$ cat src/rtl/fifo_rd_stream.sv
// Read side of a FIFO turned into a valid/ready stream through a 2-entry skid buffer.
// Optional burst framing (m_last) is compiled in when FIFO_RD_STREAM_LAST_EN is defined.
module fifo_rd_stream #(
  parameter int DATA_WIDTH = 8,
  parameter int BURST_LEN  = 4
) (
  input  logic                  rd_clk,
  input  logic                  rd_rst,
  input  logic                  FIFO_empty,
  input  logic [DATA_WIDTH-1:0] data_out,
  output logic                  rd_en,
  output logic [DATA_WIDTH-1:0] m_data,
  output logic                  m_valid,
  input  logic                  m_ready,
  output logic [1:0]            level,
  output logic                  m_last
);

  if (BURST_LEN < 1 || BURST_LEN > 255) begin : g_bad_burst_len
    $error("fifo_rd_stream: BURST_LEN must be within 1..255");
  end

  // Handshake: a word moves downstream on every rising edge where m_valid && m_ready;
  // m_valid depends only on registered state, never on m_ready.
  typedef enum logic [1:0] {EMPTY = 2'd0, ONE = 2'd1, FULL = 2'd2} lvl_e;

  lvl_e                  state_q, state_d;
  logic                  pend_q;
  logic                  pop;
  logic                  hd_q;
  logic                  wr_idx;
  logic [2:0]            occ;
  logic [DATA_WIDTH-1:0] mem_q [2];

  assign pop    = (state_q != EMPTY) && m_ready;
  assign wr_idx = hd_q ^ state_q[0];
  assign m_data = mem_q[hd_q];

  always_ff @(posedge rd_clk or posedge rd_rst) begin
    if (rd_rst) state_q <= EMPTY;
    else        state_q <= state_d;
  end

  always_comb begin
    state_d = state_q;
    case ({pend_q, pop})
      2'b10:   state_d = (state_q == EMPTY) ? ONE : FULL;
      2'b01:   state_d = (state_q == FULL) ? ONE : EMPTY;
      default: state_d = state_q;
    endcase
  end

  // Reads are issued only when the returning word is guaranteed a free slot.
  always_comb begin
    m_valid = (state_q != EMPTY);
    level   = state_q;
    occ     = {1'b0, state_q} + {2'b00, pend_q} - {2'b00, pop};
    rd_en   = !rd_rst && !FIFO_empty && (occ < 3'd2);
  end

  always_ff @(posedge rd_clk or posedge rd_rst) begin
    if (rd_rst) begin
      pend_q   <= 1'b0;
      hd_q     <= 1'b0;
      mem_q[0] <= '0;
      mem_q[1] <= '0;
    end else begin
      pend_q <= rd_en;
      if (pend_q) mem_q[wr_idx] <= data_out;
      if (pop)    hd_q <= ~hd_q;
    end
  end

`ifdef FIFO_RD_STREAM_LAST_EN
  localparam logic [7:0] LAST_IDX = 8'(BURST_LEN - 1);
  logic [7:0] burst_cnt_q;

  always_ff @(posedge rd_clk or posedge rd_rst) begin
    if (rd_rst)   burst_cnt_q <= 8'd0;
    else if (pop) burst_cnt_q <= (burst_cnt_q == LAST_IDX) ? 8'd0 : burst_cnt_q + 8'd1;
  end

  assign m_last = m_valid && (burst_cnt_q == LAST_IDX);
`else
  assign m_last = 1'b0;
`endif

endmodule

$ cat config.mk
export PLATFORM = sky130hd
export DESIGN_NAME = fifo_rd_stream
export DESIGN_NICKNAME = d
export VERILOG_FILES = /design/src/rtl/fifo_rd_stream.sv
export SDC_FILE = /design/constraint.sdc
export NUM_CORES = 1
export LEC_CHECK = 0
export BUFFER_PORTS_ARGS = -buffer_cell sky130_fd_sc_hd__buf_2
export CELL_PAD_IN_SITES_DETAIL_PLACEMENT = 0
export CELL_PAD_IN_SITES_GLOBAL_PLACEMENT = 2
export CORE_ASPECT_RATIO = 0.5
export CORE_MARGIN = 2
export CORE_UTILIZATION = 34
export DETAILED_ROUTE_END_ITERATION = 12
export PLACE_DENSITY = 0.77
export SLEW_MARGIN = 0
export SYNTH_ARGS = -nofsm -noshare
export SYNTH_HDL_FRONTEND = slang
export SYNTH_SLANG_ARGS = --single-unit
export TNS_END_PERCENT = 1
$ cat constraint.sdc
create_clock -name rd_clk -period 2.9 [get_ports rd_clk]
set_clock_uncertainty 0.15 [all_clocks]
set_input_delay 0.58 -clock rd_clk [delete_from_list [all_inputs] [get_ports rd_clk]]
set_output_delay 0.58 -clock rd_clk [all_outputs]
set_load 0.03 [all_outputs]
After elaboration in Yosys (flattened, before gate mapping)
Cells that the tools add are included.
{"block": "word_totals", "word_cells": 36, "in_bits": 12, "regBits": 20}
{"block": "op_classes", "bitwise_logic": 4, "n_addsub": 2, "muxes": 9, "reduce_logical": 9, "order_cmp": 4, "n_eq_ne": 3}
{"op": "$mux 8", "n": 4}
{"op": "$bwmux 16", "n": 1}
{"op": "$demux 8 s1", "n": 1}
{"op": "$eq 2x2->1 const B", "n": 2}
{"op": "$ge 2x2->1 const B", "n": 2}
{"op": "$logic_and 1x1->1", "n": 4}
{"op": "$not 1->2", "n": 2}
{"op": "$pmux 2 s2", "n": 1}
{"op": "$reduce_bool 2->1", "n": 2}
{"op": "$add 2x1->3", "n": 1}
{"op": "$lt 3x2->1 const B", "n": 1}
{"op": "$sub 3x1->3", "n": 1}
{"op": "$eq 2x1->1 const B", "n": 1}
{"op": "$logic_not 1->1", "n": 2}
{"op": "$logic_not 2->1", "n": 1}
{"op": "$lt 2x1->1 const B", "n": 1}
{"op": "$mux 2", "n": 1}
{"op": "$mux 1", "n": 1}
{"op": "$not 1->1", "n": 1}
{"op": "$xor 1x1->1", "n": 1}

Logic depth before layout (Yosys ltp)
Gate-level depths: netlist of the first run.
{"block": "logic_depth", "word_depth": 7, "depth_mapped": 5}

Worst setup path before layout of the first run
No wires, ideal clock.
{"block": "synth_timing", "path_type": "register -> output", "start": "register state_q[1], in the netlist level[1]", "end": "output port rd_en", "t_arrival_ns": 2.813, "path_slack_ns": -0.643, "path_stages_with_launch": 6, "path_buffers": 0, "t_required_ns": 2.170, "path_cell_list": "dfrtp_1 > or2_2 > and2_1 > fa_1 > xor2_1 > nor4b_1"}
{"block": "synth_between", "elab_chain_cells": 5, "elab_cells_between_ends": 6, "classes_between": "2 x add/sub; 1 x order compare; 3 x reduce/logical"}
{"element": "start, declared", "line": "27", "source": "lvl_e state_q, state_d;"}
{"element": "start signal, assigned", "line": "41", "source": "else state_q <= state_d;"}
{"element": "$reduce_bool 2->1"}
{"element": "via m_valid", "line": "13", "source": "output logic m_valid,"}
{"element": "$logic_and 1x1->1", "line": "35", "source": "assign pop = (state_q != EMPTY) && m_ready;"}
{"element": "$sub 3x1->3", "line": "57", "source": "occ = {1'b0, state_q} + {2'b00, pend_q} - {2'b00, pop};"}
{"element": "$lt 3x2->1", "line": "58", "source": "rd_en = !rd_rst && !FIFO_empty && (occ < 3'd2);"}
{"element": "$logic_and 1x1->1", "line": "58"}
{"element": "end, declared", "line": "11", "source": "output logic rd_en,"}
The timed path passes the listed nets, and every way through them passes these cells.

Final worst setup path of the first run
{"block": "layout_timing", "start": "register state_q[1], in the netlist level[1]", "end": "output port rd_en"}
{"block": "layout_between", "elab_chain_cells": 5, "elab_cells_between_ends": 6, "classes_between": "2 x add/sub; 1 x order compare; 3 x reduce/logical"}
{"element": "branches (longest 2 deep; another with $add 2x1->3)"}
{"element": "$sub 3x1->3 *", "line": "57"}
{"element": "$lt 3x2->1 *", "line": "58"}
{"element": "$logic_and 1x1->1 *", "line": "58"}
Mark *: on every way between the ends.

==> out/metrics.csv, run 1 <==
metric,value,unit
status,"complete, no violations",
CTS Buf Count,3,
post-route cell area,1210,sq um
crit path kind,flop to output pin,
total power,1.62,mW
Final ANT Viol Nets,0,
final WL,1.85,mm
I/O Pins,25,
crit path time final,2.81,ns
layout cell share with drive strength beyond 1,61.1,%
"FF+latch count, synth",20,
slack of the critical path,0.0870,ns
largest area contributor in the netlist,dfrtp_1,
nets,109,
Main synth FF type,dfrtp_1,
Syn Std Cell Area,970,sq um
critical path arrival,2.08,ns
GRT Residual Overflow,0,
Remaining DRCs,0,
yosys warns,0,
element type at the critical path end,output pin,
"Async S/R FF share, synth",100,%
total number of vias,599,
Post-Synthesis Cells,69,
worst r2r path cells,3,
"EDFF count, synth",0,
routed len/inst,14.0,um
pins over their slew limit,0,
switching power,620,uW
worst r2r dst,mem_q[14]$_DFFE_PP0P_,
Reg power frac,32.1,%
max-cap violation count,0,
core area,2650,sq um
total number of H-tree levels,1,
fillers,240,
Synth area leaders,"dfrtp_1 (52%), mux2_2 (19%), mux2_4 (12%)",
worst-path cell chain,or2_4 > and2_1 > fa_1 > xor2_1 > nor4b_4 > buf_4,
Clk network pwr share,17.3,%
# rows,13,
GRT Util Overall,12.9,%
crit path buf inv count,1,
DR pass1 iterations,3,
Via density,4.54,
Final Wtd Congestion,0.694,
Hold WS,0.325,ns
static leakage,0.583,nW
number of port buffers,23,
Worst Setup Start Kind,flop,
family with the most delay on the worst path,simple AND/OR/NAND/NOR gates,
Simple-Gate Fraction of Synth Area,5.68,%
Clock Sink Count,20,
post-synthesis sequential area ratio,51.6,%
Post-Syn Nets,82,
Worst-Skew Late Latency,0.26,ns
syn avg cell area,14.1,sq um
starting density of the core,36.6,%
largest net degree at the start of global routing,21,
Ant. Diodes,0,
CTS tree,built,
placed instance area,1130,sq um
Final period util,97.0,%
FF-to-FF Start,hd_q$_DFFE_PP0P_,
Final Hold Fails,0,
Final setup viols,0,
Place WS,-0.0255,ns
most common cell in the synthesized netlist,dfrtp_1,
placed wire-length estimate,1.38,mm
Max IR drop VDD,0.603,mV
number of global-route vias before repair,684,
die area,3320,sq um
cell-internal power,997,uW
Hold WC Path Type,input port to asynchronous set/reset pin,
fmax,355,MHz
largest family of logic cells by synthesized area,multiplexers,
sw frac,38.3,%
Slew headroom,49.2,%
Compound-Gate Fraction of Synth Area,2.32,%
first-pass GRT wire length,3.19,mm
XOR/XNOR Fraction of Synth Area,2.71,%
sequential cell area,503,sq um
mux contribution to synthesized area,31.0,%
combinational share of power,50.6,%
Slowest cell on crit path,dfrtp_2,
PwrDens,1330,nW/um^2
clock-pin slew on the worst setup and hold paths,0.08,ns
Tightest Pin Transition,0.762,ns
Crit path required time,2.17,ns
Iter 0 DRT Violations,20,
Synth Area in Adders,2.06,%
Clock Tree Buf Depth,2,
multi-input logic area,448,sq um
CTS Root Cell,clkbuf_8,
Die Y,41.8,um
final core occ,45.7,%
R2R Setup Slk,0.97,ns
RSZ-0062 raised after global routing,no,
library cells used by synthesis,19,
Layout area overhead,25.0,%
die width,79.5,um
initial antenna violation count,0,
worst-path fanout max,3,
Synth top area share,51.6,%
Worst path max stage delay,0.40,ns
"top cells by count, synth","dfrtp_1 (20), mux2_2 (16), mux2_4 (8), nand2_1 (4), inv_1 (3)",
[cell families (layout without fill, tap and decap cells)]
group / Yosys count / after routing
xor gates and xnor gates: 3 / 3
buffers and inverters: 6 / 32
muxes: 24 / 24
DFF: 20 / 20
adders and majority gates: 1 / 1
other: 1 / 1
AOI/OAI and AO/OA: 4 / 4
and+or+nand+nor: 10 / 10
[registers in the layout (all words and copies together), names as in the netlist]
register / flops
mem_q: 16
level: 2
hd_q: 1
pend_q: 1
[layout by cell type (no fill, tap or decap)]
cell | netlist | layout
nor2b_1 | 2 | 1
fa_1 | 1 | 1
a21oi_1 | 1 | 1
or2_4 | 0 | 1
clkbuf_8 | 0 | 3
o21ai_0 | 2 | 2
bufinv_16 | 0 | 1
or2_1 | 1 | 1
xnor2_1 | 1 | 1
buf_4 | 1 | 3
xor2_1 | 2 | 2
nor2b_2 | 0 | 1
nand2_1 | 4 | 4
dfrtp_1 | 20 | 18
mux2_4 | 8 | 8
and2_1 | 1 | 1
inv_1 | 3 | 3
conb_1 | 1 | 1
mux2_2 | 16 | 16
a21boi_0 | 1 | 1
dfrtp_2 | 0 | 2
buf_2 | 0 | 22
nor4b_4 | 0 | 1
[metal layers]
metal | routed length, um | global-route usage, % | up-vias
met4 | 36 | 6.21 | 0
met5 | 0 | 0 | -
met2 | 956 | 22.7 | 12
li1 | - | - | 285
met3 | 74 | 4.35 | 5
met1 | 783 | 14.1 | 297
[worst max-delay path by stage]
| stage | startpoint | to | slack (ns) | cells past startpoint |
|---|---|---|---|---|
| after detailed placement | m_ready | rd_en | -0.03 | 7 |
| final | level[1]$_DFFE_PP0N_ | rd_en | 0.09 | 6 |
| after global routing | level[0]$_DFFE_PP0N_ | rd_en | 0.004 | 6 |
| after CTS | level[0]$_DFFE_PP0N_ | rd_en | 0.008 | 6 |
| after global placement | m_ready | rd_en | 0.07 | 7 |
| after floorplan | level[1]$_DFFE_PP0N_ | rd_en | 0.01 | 5 |
[power by group through the flow]
stage | combinational [mW] | sequential (mW) | clock (mW)
after floorplan | 0.667 | 0.500 | 0
after global placement | 0.793 | 0.511 | 0
after detailed placement | 0.814 | 0.528 | 0
after CTS | 0.830 | 0.520 | 0.285
after global routing | 0.878 | 0.540 | 0.299
final | 0.818 | 0.519 | 0.279
[worst reg2reg max path: cells and delay by family (launching register included)]
kind	cells	cell delay, ns
multiplexers	1	0.35
flip-flops	1	0.63
XOR/XNOR	1	0.22
AND/OR/NAND/NOR	1	0.46
[per-stage QoR]
| step | instances | setup TNS, ns |
|---|---|---|
| detailed placement | 127 | -0.0255 |
| finish | 132 | 0 |
| global placement | 127 | 0 |
| global route | 132 | 0 |
| CTS | 132 | 0 |
| floorplan | 69 | 0 |
[what timing repair did]
| item | CTS | global route |
|---|---|---|
| pin swaps | 0 | 1 |
| hold buffers | 0 | 0 |
| gates resized for setup | 3 | 1 |
| endpoints found under the setup margin | 1 | 1 |
| setup buffers | 1 | 0 |
[layout make-up]
type	count	share of cell area, %
tap	37	3.82
sequential	20	41.5
timing repair buffer	25	10.9
multi-input combinational	43	36.9
inverter	3	0.929
clock inverter	1	2.48
clock buffer	3	3.41
Note: power is estimated with default switching activity, not from simulation.
==> run 2: changes to the inputs <==
- REMOVE_ABC_BUFFERS: default -> 1
==> run 2 against run 1 <==
Net effect:
- power decreased by 4.0%
- non-clock buffer count grew 2
- design area is 0.41% lower
- highest routed layer unchanged
- maximum frequency increased by 0.46%
- critical path type unchanged
- critical path depth unchanged
- worst setup slack gained 0.013 ns
==> out/metrics.csv, run 2 (synthesis results as in run 1) <==
metric,value,unit,change
critical path arrival,2.07,ns,about the same
crit path time final,2.80,ns,-0.0127 ns
DR pass1 iterations,2,,-1
wire length on met3,54,um,-27%
Max IR drop VDD,0.437,mV,-28%
max-cap violation count,0,,unchanged
most frequent cells in the layout,"buf_2 (22), dfrtp_1 (20), mux2_2 (16)",,
placed wire-length estimate,1.29,mm,-6.5%
fmax,357,MHz,+0.46%
Tightest Pin Transition,0.750,ns,-0.0115 ns
CTS Buf Count,3,,unchanged
worst-path fanout max,3,,unchanged
Placed Cells incl. Taps,128,,+0.79%
GRT Util Overall,12.6,%,-0.37 points
starting density of the core,36.6,%,unchanged
total number of H-tree levels,1,,unchanged
PwrDens,1280,nW/um^2,-3.6%
Final period util,96.6,%,-0.44 points
Met1 Wirelength,788,um,+0.64%
number of global-route vias before repair,656,,-4.1%
Worst-Skew Late Latency,0.25,ns,about the same
total number of vias,593,,-1.0%
GRT Residual Overflow,0,,unchanged
Ant. Diodes,0,,unchanged
largest net degree at the start of global routing,21,,unchanged
Non-Filler Instances,134,,+1.5%
Fin Setup TNS,0,ns,unchanged
Iter 0 DRT Violations,28,,+40%
# rows,13,,unchanged
crit path kind,flop to output pin,,
status,"complete, no violations",,
top layer in use,met4,,
die width,79.5,um,unchanged
Hold WS,0.312,ns,-0.0129 ns
element type at the critical path end,output pin,,
Remaining DRCs,0,,unchanged
Die Y,41.8,um,unchanged
Clock Tree Buf Depth,2,,unchanged
Post-CTS Hold Buffers,0,,unchanged
routed len/inst,13.5,um,-3.7%
die area,3320,sq um,unchanged
CTS tree,built,,
number of port buffers,23,,unchanged
Crit path required time,2.17,ns,about the same
CTS Root Cell,clkbuf_8,,
I/O Pins,25,,unchanged
static leakage,0.584,nW,+0.21%
core area,2650,sq um,unchanged
layout cell share with drive strength beyond 1,62.9,%,+1.8 points
"commonest non-fill, non-tap cell in the layout",buf_2,,
Final Wtd Congestion,0.784,,+13%
Final Hold Fails,0,,unchanged
nets,111,,+1.8%
final WL,1.81,mm,-2.2%
Final ANT Viol Nets,0,,unchanged
Slew headroom,49.9,%,+0.77 points
Clock Sink Count,20,,unchanged
Final setup viols,0,,unchanged
Layout area overhead,24.5,%,
clock-pin slew on the worst setup and hold paths,0.07,ns,about the same
Hold WC Path Type,input port to asynchronous set/reset pin,,
first-pass GRT wire length,3.06,mm,-4.1%
DR WL met2,938,um,-1.9%
pins over their slew limit,0,,unchanged
max reg flops,16,,unchanged
Worst Setup Start Kind,flop,,
Largest Register,mem_q,,
Via density,4.43,,-2.5%
initial antenna violation count,0,,unchanged
-- run 2: cell count changes in the layout (fill, tap and decap cells not counted) --
cell       before  now
bufinv_16       1    0
nor2b_1         1    0
and2_4          0    1
fa_2            0    1
dfrtp_2         2    0
fa_1            1    0
nor4b_2         0    1
clkbuf_8        3    4
dfrtp_1        18   20
nor4b_4         1    0
buf_4           3    5
nor2b_2         1    2
and2_1          1    0
-- run 2: layout make-up --
class                      count  area [sq um]
clock buffer                   4          55.1
fill                         237          1440
inverter                       3          11.3
multi-input combinational     43           447
sequential                    20           500
tap                           37          46.3
timing repair buffer          27           148
-- run 2: per-stage QoR --
stage | area (sq um) | power, mW | utilization (%) | worst slack [ns]
5_1_grt | 1210 | 1.65 | 45.5 | -0.0303
3_3_place_gp | 1120 | 1.29 | 42.1 | 0.0683
2_1_floorplan | 940 | 1.12 | - | -0.643
4_1_cts | 1180 | 1.54 | 44.5 | 0.00896
3_5_place_dp | 1120 | 1.32 | 42.1 | -0.0104
6_report | 1210 | 1.55 | 45.5 | 0.0997
-- run 2: final timing paths --
kind	cells after the start	from	endpoint	slack (ns)
min in group rd_clk	1	mem_q[0]$_DFFE_PP0P_	mem_q[0]$_DFFE_PP0P_	0.35
worst max-delay path	6	level[0]$_DFFE_PP0N_	rd_en	0.1
worst max register to register	6	level[0]$_DFFE_PP0N_	pend_q$_DFF_PP0_	0.94
worst min-delay path	2	rd_rst	mem_q[14]$_DFFE_PP0P_	0.31
max in group asynchronous	2	rd_rst	mem_q[15]$_DFFE_PP0P_	1.82
worst min register to register	1	mem_q[0]$_DFFE_PP0P_	mem_q[0]$_DFFE_PP0P_	0.35
-- run 2: critical path: stages, from the launching register on --
cell and delay (ns):
dfrtp_1 0.38, or2_4 0.26, and2_4 0.16, fa_2 0.35
xor2_1 0.15, nor4b_2 0.31, buf_4 0.21
-- run 2: where the power goes --
part,switching [mW],internal (mW)
registers,0.0985,0.417
logic,0.424,0.401
clock network,0.0891,0.121
total,0.612,0.939
-- run 2: metal layers --
metal | up-vias | track usage, %
met3 | 2 | 4.78
met1 | 296 | 13.7
met2 | 9 | 21.2
met4 | 0 | 6.90
met5 | - | 0
li1 | 286 | -
-- run 2: timing repair --
item	in CTS	in global routing
pin swaps	0	1
gates resized for setup	2	5
buffers inserted	0	2
endpoints found under the setup margin	1	1
==> run 3: changes to the inputs <==
- CORE_ASPECT_RATIO: 0.5 -> default
==> run 3 against run 2 <==
Net effect:
- global-route usage decreased by 0.72 points
- design area is 2.3% lower
- flip-flop and latch count unchanged
- hold slack lost 0.050 ns
- via count up 0.34%
- combinational power decreased by 2%
- sequential power down 0.8%
- count of clock-buffer cells in the layout decreased by 1
- clock power rose by 6%
- power shrank 0.53%
- critical path type unchanged
- highest routed layer unchanged
==> out/metrics.csv, run 3 (synthesis results as in run 1) <==
metric,value,unit,change
status,"complete, no violations",,
Die Y,57.4,um,+37%
clock-pin slew on the worst setup and hold paths,0.11,ns,+0.04 ns
Remaining DRCs,0,,unchanged
CTS tree,built,,
final WL,1.62,mm,-10%
pins over their slew limit,0,,unchanged
Place WS,-0.00892,ns,+0.00152 ns
largest net degree at the start of global routing,21,,unchanged
worst-path fanout max,3,,unchanged
core area,2730,sq um,+3.1%
Largest Register,mem_q,,
Final ANT Viol Nets,0,,unchanged
Ant. Diodes,0,,unchanged
fmax,359,MHz,+0.39%
die area,3300,sq um,-0.77%
DR pass1 iterations,2,,unchanged
family with the most delay on the worst path,simple AND/OR/NAND/NOR gates,,
Slew headroom,50.1,%,+0.14 points
I/O Pins,25,,unchanged
FF-to-FF Start,hd_q$_DFFE_PP0P_,,
starting density of the core,35.5,%,-1.1 points
crit path buf inv count,1,,unchanged
CTS Buf Count,3,,unchanged
GRT Residual Overflow,0,,unchanged
Final Wtd Congestion,0.687,,-12%
Worst path max stage delay,0.39,ns,about the same
routed len/inst,12.9,um,-4.5%
Final Hold Fails,0,,unchanged
most frequent cells in the layout,"buf_2 (22), dfrtp_1 (20), mux2_2 (16)",,
critical path arrival,2.06,ns,about the same
placed wire-length estimate,1.20,mm,-7.0%
Max IR drop VDD,0.680,mV,+56%
static leakage,0.573,nW,-1.9%
crit path kind,flop to output pin,,
PwrDens,1310,nW/um^2,+1.8%
Layout area overhead,21.7,%,
max-cap violation count,0,,unchanged
crit path time final,2.79,ns,-0.0109 ns
layout cell share with drive strength beyond 1,61.1,%,-1.8 points
# rows,19,,+6
die width,57.4,um,-28%
Crit path required time,2.17,ns,about the same
Worst-Skew Late Latency,0.29,ns,+0.04 ns
Hold WC Path Type,input port to asynchronous set/reset pin,,
total number of H-tree levels,1,,unchanged
Iter 0 DRT Violations,8,,-71%
Post-CTS Hold Buffers,0,,unchanged
number of global-route vias before repair,652,,-0.61%
final core occ,43.2,%,-2.4 points
total power,1.54,mW,-0.53%
GRT Util Overall,11.8,%,-0.72 points
max reg flops,16,,unchanged
slack of the critical path,0.111,ns,+0.0109 ns
Worst Setup SP,level[0]$_DFFE_PP0N_,,
RSZ-0062 raised after global routing,yes,,
Tightest Pin Transition,0.748,ns,-0.00211 ns
Clock Tree Buf Depth,2,,unchanged
Worst Setup Start Kind,flop,,
Final period util,96.2,%,-0.38 points
CTS Root Cell,clkbuf_4,,
nets,109,,-1.8%
worst-path cell chain,or2_4 > and2_4 > fa_2 > xor2_1 > nor4b_2 > buf_4,,
element type at the critical path end,output pin,,
Final setup viols,0,,unchanged
Slowest cell on crit path,dfrtp_1,,
"commonest non-fill, non-tap cell in the layout",buf_2,,
number of port buffers,23,,unchanged
Clock Sink Count,20,,unchanged
total number of vias,595,,+0.34%
Via density,4.72,,+6.7%
initial antenna violation count,0,,unchanged
first-pass GRT wire length,2.99,mm,-2.3%
## run 3: worst paths after layout
kind | slack [ns] | to | depth (start not counted)
hold / removal | 0.26 | mem_q[13]$_DFFE_PP0P_ | 2
min in group rd_clk | 0.29 | pend_q$_DFF_PP0_ | 2
setup reg to reg | 0.98 | mem_q[10]$_DFFE_PP0P_ | 3
hold reg to reg | 0.37 | mem_q[1]$_DFFE_PP0P_ | 1
setup / recovery | 0.11 | rd_en | 6
max in group asynchronous | 1.87 | mem_q[5]$_DFFE_PP0P_ | 2
## run 3: through the flow
stage                     instances  area [sq um]  TNS [ns]  hold WS [ns]
after floorplan                  66           940    -0.946         0.324
after detailed placement        122          1110  -0.00892         0.343
final                           126          1180         0         0.262
after CTS                       126          1170         0         0.275
after global placement          122          1110         0         0.331
after global routing            126          1180  -0.00759         0.272
## run 3: cell type report
| class | count | area (sq um) |
|---|---|---|
| well taps | 31 | 38.8 |
| fillers | 257 | 1550 |
| clock inverters | 1 | 30.0 |
| inverters | 3 | 11.3 |
| clock buffers | 3 | 22.5 |
| multi-input cells | 43 | 444 |
| flip-flops and latches | 20 | 500 |
| repair buffers | 25 | 133 |
## run 3: timing repair
action | CTS | global route
resized for setup | 4 | 3
endpoints found under the hold margin | 0 | 0
buffers inserted | 0 | 0
setup endpoints to repair | 1 | 1
pin swaps | 1 | 1
## run 3: power breakdown
| group | total [mW] | leakage [nW] | internal, mW | switching [mW] |
|---|---|---|---|---|
| Clock | 0.222 | 0.0279 | 0.140 | 0.0823 |
| Combinational | 0.809 | 0.307 | 0.392 | 0.417 |
| Sequential | 0.512 | 0.237 | 0.416 | 0.0957 |
## run 3: layer usage
metal	global-route usage (%)	vias to the layer above	wire (um)
li1	-	284	-
met1	15.9	290	750
met2	18.0	19	758
met3	4.54	2	105
met4	2.99	0	10
met5	0	-	0
